**src/rtl/ttt_move_ctrl.sv**
```systemverilog
// Purpose: turns six raw buttons into legal one-cycle tic-tac-toe move strobes; optional debounce via TTT_DEBOUNCE_EN.
// Latency: raw edge to press strobe 3 cycles (+DEBOUNCE_CYCLES with TTT_DEBOUNCE_EN), press to enable 1 cycle.
// Backpressure: none; presses outside IDLE are dropped, enable strobes are spaced at least 3 cycles apart.
module ttt_move_ctrl #(
    parameter int unsigned DEBOUNCE_CYCLES = 16
) (
    input  logic       clk,
    input  logic       reset,
    input  logic       btn_up,
    input  logic       btn_down,
    input  logic       btn_left,
    input  logic       btn_right,
    input  logic       btn_confirm,
    input  logic       btn_new,
    input  logic       stop_game,
    output logic       enable,
    output logic [1:0] data_in_x,
    output logic [1:0] data_in_y,
    output logic [1:0] player,
    output logic [1:0] cursor_x,
    output logic [1:0] cursor_y,
    output logic [8:0] occupied,
    output logic       move_reject,
    output logic       new_game
);

    // Button bit order: 0 right, 1 left, 2 down, 3 up, 4 confirm, 5 new
    localparam int B_RIGHT = 0;
    localparam int B_LEFT  = 1;
    localparam int B_DOWN  = 2;
    localparam int B_UP    = 3;
    localparam int B_CONF  = 4;
    localparam int B_NEW   = 5;

    typedef enum logic [1:0] {
        S_IDLE   = 2'd0,
        S_ISSUE  = 2'd1,
        S_SETTLE = 2'd2,
        S_OVER   = 2'd3
    } state_t;

    // A debounce length outside the 16-bit counter range cannot be honoured
    if (DEBOUNCE_CYCLES < 1 || DEBOUNCE_CYCLES > 65535) begin : g_bad_cfg
        $error("DEBOUNCE_CYCLES must be in 1..65535");
    end

    logic [5:0] btn_raw;
    logic [5:0] sync1, sync2;
    logic [5:0] lvl;
    logic [5:0] lvl_q;
    logic [5:0] press;

    assign btn_raw = {btn_new, btn_confirm, btn_up, btn_down, btn_left, btn_right};

    // Two-flop synchronizer for the asynchronous buttons
    always_ff @(posedge clk) begin
        if (reset) begin
            sync1 <= '0;
            sync2 <= '0;
        end else begin
            sync1 <= btn_raw;
            sync2 <= sync1;
        end
    end

`ifdef TTT_DEBOUNCE_EN
    logic [15:0] db_cnt [6];

    // Level flips only after DEBOUNCE_CYCLES consecutive samples disagreeing with it
    always_ff @(posedge clk) begin
        if (reset) begin
            lvl <= '0;
            for (int i = 0; i < 6; i++) db_cnt[i] <= '0;
        end else begin
            for (int i = 0; i < 6; i++) begin
                if (sync2[i] == lvl[i]) begin
                    db_cnt[i] <= '0;
                end else if (({1'b0, db_cnt[i]} + 17'd1) >= 17'(DEBOUNCE_CYCLES)) begin
                    lvl[i]    <= sync2[i];
                    db_cnt[i] <= '0;
                end else if (db_cnt[i] != 16'hFFFF) begin
                    db_cnt[i] <= db_cnt[i] + 16'd1;
                end
            end
        end
    end
`else
    assign lvl = sync2;
`endif

    // Registered rising-edge detector: one strobe per press however long it is held
    always_ff @(posedge clk) begin
        if (reset) begin
            lvl_q <= '0;
            press <= '0;
        end else begin
            lvl_q <= lvl;
            press <= lvl & ~lvl_q;
        end
    end

    state_t     state, state_nxt;
    logic       do_latch, do_reject, do_commit;
    logic [3:0] cur_idx, mov_idx;
    logic [1:0] x_nxt, y_nxt;

    assign cur_idx = ({2'b00, cursor_y} * 4'd3) + {2'b00, cursor_x};
    assign mov_idx = ({2'b00, data_in_y} * 4'd3) + {2'b00, data_in_x};
    assign enable  = (state == S_ISSUE);

    function automatic logic [1:0] step(input logic [1:0] pos, input logic inc, input logic dec);
        step = pos;
        if (inc && !dec)      step = (pos == 2'd2) ? 2'd0 : pos + 2'd1;
        else if (dec && !inc) step = (pos == 2'd0) ? 2'd2 : pos - 2'd1;
    endfunction

    assign x_nxt = step(cursor_x, press[B_RIGHT], press[B_LEFT]);
    assign y_nxt = step(cursor_y, press[B_DOWN], press[B_UP]);

    // FSM state register
    always_ff @(posedge clk) begin
        if (reset) state <= S_IDLE;
        else       state <= state_nxt;
    end

    // Next state and move decisions; new-game overrides everything
    always_comb begin
        state_nxt = state;
        do_latch  = 1'b0;
        do_reject = 1'b0;
        do_commit = 1'b0;
        if (press[B_NEW]) begin
            state_nxt = S_IDLE;
        end else begin
            case (state)
                S_IDLE: begin
                    // While new_game is high the engine still shows the previous
                    // game's stop_game; it clears at the end of this cycle.
                    if (stop_game && !new_game) begin
                        state_nxt = S_OVER;
                    end else if (press[B_CONF]) begin
                        if (!occupied[cur_idx]) begin
                            do_latch  = 1'b1;
                            state_nxt = S_ISSUE;
                        end else begin
                            do_reject = 1'b1;
                        end
                    end
                end
                S_ISSUE: begin
                    do_commit = 1'b1;
                    state_nxt = S_SETTLE;
                end
                S_SETTLE: state_nxt = stop_game ? S_OVER : S_IDLE;
                S_OVER:   state_nxt = S_OVER;
                default:  state_nxt = S_IDLE;
            endcase
        end
    end

    // Cursor, move registers, occupancy and player alternation
    always_ff @(posedge clk) begin
        if (reset) begin
            data_in_x   <= 2'd0;
            data_in_y   <= 2'd0;
            player      <= 2'd0;
            cursor_x    <= 2'd1;
            cursor_y    <= 2'd1;
            occupied    <= '0;
            move_reject <= 1'b0;
            new_game    <= 1'b0;
        end else begin
            new_game    <= press[B_NEW];
            move_reject <= do_reject;
            if (press[B_NEW]) begin
                occupied <= '0;
                player   <= 2'd0;
                cursor_x <= 2'd1;
                cursor_y <= 2'd1;
            end else begin
                cursor_x <= x_nxt;
                cursor_y <= y_nxt;
                // Latch the pre-movement cursor so a simultaneous direction press cannot skew the move
                if (do_latch) begin
                    data_in_x <= cursor_x;
                    data_in_y <= cursor_y;
                end
                if (do_commit) begin
                    occupied[mov_idx] <= 1'b1;
                    player            <= {1'b0, ~player[0]};
                end
            end
        end
    end

endmodule

```
**config.mk**
```make
export PLATFORM = sky130hd
export DESIGN_NAME = ttt_move_ctrl
export DESIGN_NICKNAME = d
export VERILOG_FILES = /design/src/rtl/ttt_move_ctrl.sv
export SDC_FILE = /design/constraint.sdc
export NUM_CORES = 1
export LEC_CHECK = 0
export ABC_AREA = 1
export BUFFER_PORTS_ARGS = -buffer_cell sky130_fd_sc_hd__buf_2
export CORE_ASPECT_RATIO = 0.8
export CORE_MARGIN = 8
export CORE_UTILIZATION = 30
export CTS_CLUSTER_SIZE = 12
export DETAILED_ROUTE_END_ITERATION = 10
export SYNTH_ARGS = -nofsm -noshare
export SYNTH_HDL_FRONTEND = slang
export SYNTH_SLANG_ARGS = --single-unit
```
**constraint.sdc**
```tcl
create_clock -name clk -period 3.9 [get_ports clk]
set_clock_uncertainty 0.2 [all_clocks]
set_input_delay 0.39 -clock clk [delete_from_list [all_inputs] [get_ports clk]]
set_output_delay 0.39 -clock clk [all_outputs]
set_load 0.01 [all_outputs]
```
==> impl_metrics.xml <==
<?xml version="1.0" encoding="UTF-8"?>
<metrics>
  <group name="power">
    <metric name="switching_portion_of_total_power" unit="%">28.6</metric>
    <metric name="power_frac_comb" unit="%">18.0</metric>
    <metric name="vdd_drop_max" unit="mV">0.169</metric>
    <metric name="p_int" unit="mW">0.678</metric>
    <metric name="cellLeakagePower" unit="nW">1.11</metric>
    <metric name="cellPowerDensity" unit="nW/um^2">412</metric>
    <metric name="share_seq_of_total_power" unit="%">53.2</metric>
    <metric name="sw_pwr" unit="mW">0.271</metric>
    <metric name="pwr-share-clk" unit="%">28.7</metric>
  </group>
  <group name="sta">
    <metric name="final.hold.worst_slack" unit="ps">87.6</metric>
    <metric name="grt_setup_unrepaired" unit="">no</metric>
    <metric name="hold_viol_final" unit="">0</metric>
    <metric name="setup_viol" unit="">0</metric>
    <metric name="max_freq" unit="MHz">375</metric>
    <metric name="setup_total_negative_slack" unit="ps">0</metric>
    <metric name="final.period_utilization" unit="%">68.4</metric>
    <metric name="timing.final.crit_period" unit="ps">2670</metric>
    <metric name="drv_slew" unit="">0</metric>
  </group>
  <group name="logic_synthesis">
    <metric name="synth.yosys.seq_area_share" unit="%">46.1</metric>
    <metric name="synth.ff_latch_count" unit="">46</metric>
    <metric name="yosysTopAreaCellShare" unit="%">46.1</metric>
    <metric name="synth_top_family_by_area" unit="">simple AND/OR/NAND/NOR gates</metric>
    <metric name="yosys-mux-area-fraction" unit="%">1.00</metric>
    <metric name="yosys.cell_count.top_type" unit="">sky130_fd_sc_hd__inv_1</metric>
    <metric name="synth_commonest_cells" unit="">sky130_fd_sc_hd__inv_1 (55), sky130_fd_sc_hd__dfxtp_1 (46), sky130_fd_sc_hd__nor2_1 (30)</metric>
    <metric name="fraction_of_the_mapped_netlist_area_in_compound_gates" unit="%">6.70</metric>
    <metric name="post_synthesis_async_set_or_reset_flop_share" unit="%">0</metric>
    <metric name="number_of_synthesized_flops_with_an_enable_pin" unit="">0</metric>
    <metric name="postSynthAreaPerCell" unit="um^2">8.33</metric>
    <metric name="ys_warn_count" unit="">0</metric>
    <metric name="synth_area_leader_cell" unit="">sky130_fd_sc_hd__dfxtp_1</metric>
    <metric name="post_synth_num_cell_types" unit="">29</metric>
    <metric name="arithmetic_cell_share_of_the_synthesized_area_counting_full_adders_half_adders_and_majority_gates" unit="%">11.5</metric>
    <metric name="yosys-top-cells-area" unit="">sky130_fd_sc_hd__dfxtp_1 (46%), sky130_fd_sc_hd__inv_1 (10%), sky130_fd_sc_hd__ha_1 (7.5%)</metric>
    <metric name="mappedNetlistArea" unit="um^2">2000</metric>
    <metric name="synth-xor-area-share" unit="%">0</metric>
    <metric name="synthesis.instances" unit="">240</metric>
    <metric name="synth_simple_gate_area_share" unit="%">22.4</metric>
    <metric name="net_count_of_the_mapped_netlist" unit="">265</metric>
    <metric name="ys.flop_type" unit="">sky130_fd_sc_hd__dfxtp_1</metric>
  </group>
  <group name="route">
    <metric name="wl" unit="um">3700</metric>
    <metric name="drt-pass1-iter-count" unit="">4</metric>
    <metric name="detail_route.vias_per_cell" unit="">4.23</metric>
    <metric name="detailroute.via_count" unit="">1503</metric>
    <metric name="ant_nets" unit="">0</metric>
    <metric name="initialDrtViolationCount" unit="">96</metric>
    <metric name="route.detailed.wl_per_inst" unit="um">10.4</metric>
    <metric name="drt_drc_violations_left" unit="">0</metric>
  </group>
  <group name="cells_and_area">
    <metric name="final_nets" unit="">296</metric>
    <metric name="antenna-diode-count" unit="">0</metric>
    <metric name="filler_cells" unit="">649</metric>
    <metric name="syn_to_final_growth" unit="%">15.1</metric>
    <metric name="post_layout_inst_area" unit="um^2">2300</metric>
    <metric name="layout-drive-gt1-share" unit="%">18.5</metric>
    <metric name="stdcell_count" unit="">355</metric>
  </group>
  <group name="floorplanning">
    <metric name="die_width" unit="um">107</metric>
    <metric name="die_height" unit="um">89.0</metric>
    <metric name="floorplan.die_area" unit="um^2">9540</metric>
    <metric name="coreArea" unit="um^2">6410</metric>
    <metric name="number_of_top_level_pins" unit="">31</metric>
    <metric name="fp-row-count" unit="">26</metric>
    <metric name="floorplan.initialDensity" unit="%">31.2</metric>
  </group>
  <group name="clock_network">
    <metric name="cts.clk_slew.worst_paths" unit="ps">80</metric>
    <metric name="clock_tree.root_cell" unit="">sky130_fd_sc_hd__clkbuf_8</metric>
    <metric name="cts_inserted_buffers" unit="">5</metric>
    <metric name="clkLatencyLatePin" unit="ps">300</metric>
    <metric name="cts-hold-fix-buffers" unit="">0</metric>
    <metric name="cts.sinks" unit="">46</metric>
    <metric name="clk_path_buf_depth" unit="">2</metric>
    <metric name="post_cts_resize_count" unit="">0</metric>
    <metric name="cts-htree-levels" unit="">2</metric>
    <metric name="cts_tree" unit="">built</metric>
    <metric name="cts_setup_buffers" unit="">0</metric>
  </group>
  <group name="run">
    <metric name="max-cap-violations" unit="">0</metric>
  </group>
  <group name="worst_setup_path">
    <metric name="critPathMaxFanout" unit="">7</metric>
    <metric name="cpPeakStageDelay" unit="ps">490</metric>
    <metric name="worst_ep_required_time" unit="ps">3900</metric>
    <metric name="cpMaxStageDelayCell" unit="">sky130_fd_sc_hd__fa_1</metric>
    <metric name="path_class" unit="">flop to flop</metric>
    <metric name="worstPathCellList" unit="">fa_1 -&gt; ha_1 -&gt; fa_1 -&gt; nor3_1 -&gt; nand3_2 -&gt; nand3_4 -&gt; nand2_1 -&gt; inv_1 -&gt; nor2_1</metric>
    <metric name="worst_path_most_repeated_cell" unit="">sky130_fd_sc_hd__fa_1</metric>
    <metric name="start_kind" unit="">flop</metric>
    <metric name="arrival_time_reported_for_the_critical_path_endpoint" unit="ps">2670</metric>
    <metric name="timing.critical_path.to_type" unit="">flop</metric>
    <metric name="timing.reg2reg.setup_slack" unit="ps">1230</metric>
  </group>
  <group name="grt">
    <metric name="grt_pass1_vias" unit="">1432</metric>
    <metric name="grt_start_max_net_pins" unit="">28</metric>
    <metric name="grt_first_pass_wirelength" unit="um">6370</metric>
    <metric name="antenna_found_initial" unit="">0</metric>
    <metric name="globalRouteOverflowTotal" unit="">0</metric>
    <metric name="grt_use_total" unit="%">8.36</metric>
  </group>
  <group name="placement">
    <metric name="place_hpwl" unit="um">2850</metric>
    <metric name="placed_cells" unit="">348</metric>
    <metric name="final_weighted_congestion_of_routability_driven_global_placement" unit="">0.790</metric>
    <metric name="buffer_ports.inserted" unit="">29</metric>
    <metric name="dpl_cell_area" unit="um^2">2220</metric>
  </group>
  <group name="worst_hold_path">
    <metric name="worstHoldPathType" unit="">input port to flop</metric>
  </group>
  <group name="status">
    <metric name="status" unit="">finished, final reports clean</metric>
  </group>
</metrics>
final cells by class:
| cell class | count | area, um^2 | share of cell area [%] |
|---|---|---|---|
| clock buffer | 7 | 76.3 | 3.32 |
| inverter | 58 | 218 | 9.47 |
| multi-input combinational | 131 | 835 | 36.3 |
| sequential | 46 | 921 | 40.0 |
| tap | 84 | 105 | 4.57 |
| timing repair buffer | 29 | 145 | 6.31 |
logic make-up (layout without fill, tap and decap cells):
kind of cell    count (synthesis)  in the layout
other cells                     1              1
simple gates                   88             88
flops                          46             46
fa+ha+maj                      16             16
compound gates                 24             24
buf+inv                        63             94
mux                             2              2
metal layers:
metal  wire length [um]  global-route usage (%)
met5                  0                       0
met1               1910                    10.4
met3                239                    3.10
met4                 80                    4.46
met2               1460                    12.4
power by group through the flow:
stage	logic [mW]	registers [mW]	clock network (mW)
2_1_floorplan	0.127	0.518	0
5_1_grt	0.199	0.508	0.304
4_1_cts	0.173	0.505	0.285
6_report	0.171	0.505	0.273
3_5_place_dp	0.172	0.516	0
3_3_place_gp	0.169	0.515	0
worst paths after layout:
| kind | start | end | depth (start not counted) |
|---|---|---|---|
| hold reg to reg | lvl_q[5] | press[5] | 1 |
| setup reg to reg | cursor_y[1] | data_in_y[0] | 9 |
| hold / removal | btn_right | sync1[0] | 3 |
| setup / recovery | cursor_y[1] | data_in_y[0] | 9 |
placed cells by master (no fill, tap or decap), drive strengths merged:
cell type / synthesis / layout
o21ai: 9 / 9
nand3b: 2 / 2
o211ai: 2 / 2
mux2i: 2 / 2
nor2: 33 / 33
nand4: 8 / 8
fa: 4 / 4
a31oi: 1 / 1
a211oi: 1 / 1
clkbuf: 0 / 7
buf: 5 / 29
inv: 58 / 58
nand2: 27 / 27
ha: 12 / 12
conb: 1 / 1
nor3: 7 / 7
or2: 2 / 2
nand3: 9 / 9
dfxtp: 46 / 46
a21oi: 11 / 11
registers in the layout (all words and copies together), names as in the netlist, 2 cells and up:
register and count:
occupied 9, sync1 6, lvl_q 6, cursor_x 2
cursor_y 2, press 6, lvl 6, data_in_y 2
data_in_x 2, state 2
critical path: cells and delay by family (launching register included):
kind          cells  cell delay (ps)
fa+ha+maj         3             1190
simple gates      5              690
flops             1              450
buf+inv           1               50
stage by stage:
stage          worst slack (ps)  power [mW]  utilization [%]
2_1_floorplan              1370       0.646                -
3_3_place_gp               1330       0.684             34.7
3_5_place_dp               1240       0.688             34.7
4_1_cts                    1210       0.963             35.9
5_1_grt                    1030        1.01             35.9
6_report                   1230       0.948             35.9
(Power assumes the default switching activity.)
